$ cat src/rtl/tx_lane_sched_pkg.sv
// Shared constants and state encoding for the two-lane TX byte scheduler.
package tx_lane_sched_pkg;

  // K28.5 comma byte sent during link sync and whenever no lane has data.
  localparam logic [7:0] COM_IDLE   = 8'hBC;
  // K28.3 comma byte, reserved for active-link signalling.
  localparam logic [7:0] COM_ACTIVE = 8'h7C;
  // Byte driven while the link is idle or held in reset.
  localparam logic [7:0] BYTE_ZERO  = 8'h00;

  typedef enum logic [1:0] {
    ST_IDLE = 2'd0,
    ST_SYNC = 2'd1,
    ST_RUN  = 2'd2
  } state_t;

endpackage

$ cat src/rtl/tx_lane_sched_rr_arb2.sv
// Two-way round-robin arbiter. The grant is combinational from req and ptr.
// After each grant, ptr moves to the lane that was not granted.
module rr_arb2 (
  input  logic       clk,
  input  logic       rst_n,
  input  logic       arb_en,
  input  logic [1:0] req,
  output logic [1:0] gnt
);

  logic ptr;

  // Favoured lane wins if it requests; otherwise the other lane may take the slot.
  always_comb begin
    gnt = 2'b00;
    if (arb_en) begin
      if (req[0] && (!ptr || !req[1])) gnt = 2'b01;
      else if (req[1])                 gnt = 2'b10;
    end
  end

  // Pointer flips away from whoever was just served; it holds on idle slots.
  always_ff @(posedge clk or negedge rst_n) begin
    if (!rst_n)      ptr <= 1'b0;
    else if (gnt[0]) ptr <= 1'b1;
    else if (gnt[1]) ptr <= 1'b0;
  end

endmodule

$ cat src/rtl/tx_lane_sched.sv
// Two-lane TX byte scheduler. It emits a comma-sync preamble after enable,
// then interleaves lane bytes round-robin into one registered byte stream.
module tx_lane_sched
  import tx_lane_sched_pkg::*;
#(
  parameter int SYNC_LEN = 4
) (
  input  logic       clk_4f,
  input  logic       reset,
  input  logic       enable,
  input  logic       valid_0,
  input  logic       valid_1,
  input  logic [7:0] data_0,
  input  logic [7:0] data_1,
  output logic       pop_0,
  output logic       pop_1,
  output logic [7:0] data_out,
  output logic       active,
  output logic       lane_sel
);

  localparam logic [3:0] SYNC_LAST = 4'(SYNC_LEN - 1);

  state_t     state, state_nxt;
  logic [3:0] cnt, cnt_nxt;
  logic [7:0] data_nxt;
  logic       active_nxt;
  logic       sel_nxt;
  logic       arb_en;
  logic [1:0] gnt;

  // Lanes are only consumed while running with the link enabled.
  assign arb_en = (state == ST_RUN) && enable;
  assign pop_0  = gnt[0];
  assign pop_1  = gnt[1];

  rr_arb2 u_arb (
    .clk    (clk_4f),
    .rst_n  (reset),
    .arb_en (arb_en),
    .req    ({valid_1, valid_0}),
    .gnt    (gnt)
  );

  // Next-state and next-output decode. Dropping enable from any state returns to IDLE.
  always_comb begin
    state_nxt  = state;
    cnt_nxt    = cnt;
    data_nxt   = BYTE_ZERO;
    active_nxt = 1'b0;
    sel_nxt    = lane_sel;
    if (!enable) begin
      state_nxt = ST_IDLE;
      cnt_nxt   = 4'd0;
    end else begin
      unique case (state)
        ST_IDLE: begin
          state_nxt = ST_SYNC;
          cnt_nxt   = 4'd0;
        end
        ST_SYNC: begin
          data_nxt = COM_IDLE;
          if (cnt == SYNC_LAST) begin
            state_nxt = ST_RUN;
            cnt_nxt   = 4'd0;
          end else begin
            cnt_nxt = cnt + 4'd1;
          end
        end
        ST_RUN: begin
          if (gnt[0]) begin
            data_nxt   = data_0;
            active_nxt = 1'b1;
            sel_nxt    = 1'b0;
          end else if (gnt[1]) begin
            data_nxt   = data_1;
            active_nxt = 1'b1;
            sel_nxt    = 1'b1;
          end else begin
            data_nxt = COM_IDLE;
          end
        end
        default: begin
          state_nxt = ST_IDLE;
          cnt_nxt   = 4'd0;
        end
      endcase
    end
  end

  // State, sync counter and output byte registers.
  always_ff @(posedge clk_4f or negedge reset) begin
    if (!reset) begin
      state    <= ST_IDLE;
      cnt      <= 4'd0;
      data_out <= BYTE_ZERO;
      active   <= 1'b0;
      lane_sel <= 1'b0;
    end else begin
      state    <= state_nxt;
      cnt      <= cnt_nxt;
      data_out <= data_nxt;
      active   <= active_nxt;
      lane_sel <= sel_nxt;
    end
  end

endmodule

$ cat config.mk
export PLATFORM = sky130hd
export DESIGN_NAME = tx_lane_sched
export DESIGN_NICKNAME = d
export VERILOG_FILES = /design/src/rtl/tx_lane_sched_pkg.sv /design/src/rtl/tx_lane_sched_rr_arb2.sv /design/src/rtl/tx_lane_sched.sv
export SDC_FILE = /design/constraint.sdc
export NUM_CORES = 1
export LEC_CHECK = 0
export ABC_AREA = 1
export CORE_MARGIN = 3
export CORE_UTILIZATION = 43
export DETAILED_ROUTE_END_ITERATION = 12
export PLACE_DENSITY_LB_ADDON = 0.1
export SETUP_SLACK_MARGIN = 0.3
export SYNTH_ARGS = -nofsm -noshare
export SYNTH_HDL_FRONTEND = slang
export SYNTH_SLANG_ARGS = --single-unit
$ cat constraint.sdc
create_clock -name clk_4f -period 1.8 [get_ports clk_4f]
set_input_delay 0.36 -clock clk_4f [delete_from_list [all_inputs] [get_ports clk_4f]]
set_output_delay 0.36 -clock clk_4f [all_outputs]
set_load 0.05 [all_outputs]
==> summary.txt <==
Place
  • Port Buffer Count: 32
  • HPWL Detailed: around 1700 um
  • GP Congestion: ~0.81
  • Place WS: between 0.05 and 0.06 ns
  • Placed inst area: 0.00133 mm^2

Clock tree
  • Maximum buffer depth of the clock tree: 2
  • Inserted Clock Buffers: 3
  • Clock Pin Slew Worst Setup and Hold Paths: 0.10 ns
  • CTS tree: built
  • Hold_buf cts: 0
  • H-tree level count: 1
  • Worst skew pair latency: approximately 0.29 ns
  • CTS Sinks: 17
  • Root Buffer: clkbuf_4

Power and ir drop
  • Clock network fraction of total power: 14.3%
  • Worst VDD drop: 567 uV
  • Static Leak: just over 0.7 nW
  • P per Cell Area: 1030 mW/mm^2
  • Sw frac: about 43%
  • Combinational share of power: roughly half
  • Int Pwr: between 800 and 900 uW
  • NetSw: roughly 630 uW
  • Flop pwr share: 35.0%

Floorplanning
  • Die footprint: around 0.0027 mm^2
  • Top Ports: 33
  • Starting Density: approximately half
  • Row Count: 15
  • Die width: 51.8 um
  • Core Region: between 0.0015 and 0.002 mm^2
  • Die height: 51.8 um

STA
  • Final Hold Fails: 0
  • Max Fclk: approximately 580 MHz
  • Slew HR: roughly 85%
  • RSZ-0062 raised after global routing: yes
  • Worst Tran Pin Value: ~0.22 ns
  • Setup ws final: 0.0626 ns
  • Setup TNS: 0 ns
  • Final period utilization: between 90 and 100%
  • Final-report setup violation count: 0
  • Layout Skew: approximately 0.0015 ns
  • Fin crit period: about 1.7 ns
  • Fin. max-slew vios: 0

Synthesis
  • Register area share after synthesis: 47.1%
  • Cell Area, Synth: approximately 900 um^2
  • Seq cells post-synth: 17
  • Synth Instances: ~110
  • Synth warn: 0
  • Syn_area_per_cell: about 8.4 um^2
  • Netlist cell types: 16
  • Syn Nets: around 130

Route
  • Vias: about 900
  • DR vias/cell: approximately 5
  • WL/cell: 12.4 um
  • Detail Route Antenna Nets: 0
  • DR pass1 iterations: 4
  • # DRC: 0
  • Starting DRT DRC Count: 23
  • Routed wire length: around 2300 um

Cells and area
  • FILL cells: around 130
  • Layout cells sized above 1: 25.3%
  • Nets: about 190
  • Final Cell Area: approximately 0.0014 mm^2
  • Area Growth Syn to Fin: 56.6%
  • Antenna cells: 0

Setup path
  • CP Capture Type: output port
  • CP max stage delay: approximately 0.42 ns
  • Kind of critical path: reg2out
  • Crit Reg-Reg Startpoint: state[0]$_DFFE_PN0P_
  • Crit path max-delay family: flip-flops
  • CP required: 1.44 ns
  • R2R Setup Slk: approximately 0.26 ns
  • Reg2Reg Capture Point: data_out[7]$_DFF_PN0_
  • Crit path buf inv count: 3
  • Arrival time at the worst endpoint: between 1 and 1.5 ns
  • Worst path cell trace: inv_2 -> ha_4 -> nand2_4 -> nor2_8 -> nand2_4 -> clkinv_4 -> buf_12
  • Worst-path fanout max: 3
  • Slowest CP cell: dfrtp_1
  • Setup crit start kind: register
  • Reg2reg path depth: 8
  • Worst path most repeated cell: nand2_4

Global route
  • Largest net degree at the start of global routing: 18
  • Vias in the first global route: approximately 900
  • First-pass GRT wire length: 3790 um
  • Initial antenna violation count: 0
  • GRT Total Usage: 19.1%
  • GRT overflow: 0

Job
  • MaxCap Viol Count: 0

Outcome
  • Outcome: complete, no violations

Hold path
  • HP Class: in2async
==> cell usage in the layout, fill, tap and decap left out, types with 3 or more instances in the layout <==
cell type / instances
nand4_1: 6
ha_1: 4
clkdlybuf4s50_1: 20
nor2_1: 5
dfrtp_1: 17
buf_4: 24
nand3_1: 11
inv_1: 17
nand2_1: 24
a21oi_1: 9
o21ai_0: 3
clkbuf_4: 3
==> per-stage QoR <==
step | utilization [%] | hold slack (ns) | instances | power (mW)
after floorplan | - | 0.0644 | 108 | 0.941
after global routing | 76.2 | 0.378 | 183 | 1.56
final | 76.2 | 0.377 | 183 | 1.45
after detailed placement | 71.4 | 0.493 | 173 | 1.18
after CTS | 75.3 | 0.386 | 182 | 1.43
after global placement | 71.4 | 0.473 | 173 | 1.16
==> cells in the mapped netlist, drive strengths merged <==
| library cell | n | area, um^2 |
|---|---|---|
| inv | 19 | 71.3 |
| clkinv | 1 | 5.00 |
| nand4 | 6 | 37.5 |
| nor2 | 7 | 50.1 |
| dfrtp | 17 | 425 |
| ha | 5 | 62.6 |
| a21oi | 9 | 45.0 |
| nand3 | 11 | 55.1 |
| nand2 | 28 | 123 |
| o21ai | 3 | 15.0 |
| xor2 | 1 | 8.76 |
| nor3 | 1 | 5.00 |
==> cells by family (layout without fill, tap and decap cells) <==
family                   Yosys count  count (layout)  share of synthesized area, %
XOR/XNOR                           1               1                         0.970
AO/OA/AOI/OAI                     12              12                          6.65
buffers and inverters             20              70                          8.45
adder cells (fa/ha/maj)            5               5                          6.93
AND/OR/NAND/NOR                   53              53                          29.9
flip-flops                        17              17                          47.1
==> per-layer routing <==
layer / GRT usage [%] / vias up / wire length (um)
met5: 0 / - / 0
met4: 8.73 / 0 / 32
met3: 4.01 / 4 / 121
met2: 33.1 / 27 / 1160
met1: 22.3 / 415 / 951
li1: - / 444 / -
==> what timing repair did <==
item | CTS | global route
pin swaps | 3 | 1
gates resized for setup | 3 | 2
endpoints found under the setup margin | 8 | 10
buffers inserted | 5 | 1
hold endpoints to repair | 0 | 0
==> final cells by class <==
class	instances	area (um^2)	area share, %
inverters	20	83.8	5.92
repair buffers	46	420	29.7
flip-flops and latches	17	425	30.1
multi-input cells	71	428	30.2
well taps	25	31.3	2.21
clock buffers	4	26.3	1.86
==> worst max path at each step <==
stage	startpoint	to	slack [ns]	cells after the start
after floorplan	state[0]$_DFFE_PN0P_	pop_0	0.33	4
after global placement	enable	cnt[3]$_DFFE_PN0P_	0.09	8
after detailed placement	enable	cnt[3]$_DFFE_PN0P_	0.06	8
after CTS	state[0]$_DFFE_PN0P_	pop_1	0.05	7
after global routing	state[0]$_DFFE_PN0P_	pop_1	0.005	7
final	state[0]$_DFFE_PN0P_	pop_1	0.06	7
==> worst register-to-register path: stages (launching register included) <==
cell	delay, ns
dfrtp_1	0.40
inv_2	0.07
ha_4	0.17
nand2_4	0.10
buf_4	0.18
clkinvlp_4	0.18
nand4_1	0.14
nand3_1	0.10
a21oi_1	0.13
==> sequential cells by signal (all words and copies together) (netlist names) <==
signal	flops
cnt	4
state	2
active	1
lane_sel	1
data_out	8
u_arb.ptr	1
==> power groups by stage <==
| stage | Clock, mW | Combinational [mW] | Sequential [mW] |
|---|---|---|---|
| after global routing | 0.234 | 0.806 | 0.520 |
| after detailed placement | 0 | 0.664 | 0.519 |
| after floorplan | 0 | 0.281 | 0.660 |
| after CTS | 0.208 | 0.717 | 0.510 |
| after global placement | 0 | 0.647 | 0.515 |
| final | 0.208 | 0.738 | 0.509 |
Power figures use the tool's default switching activity.
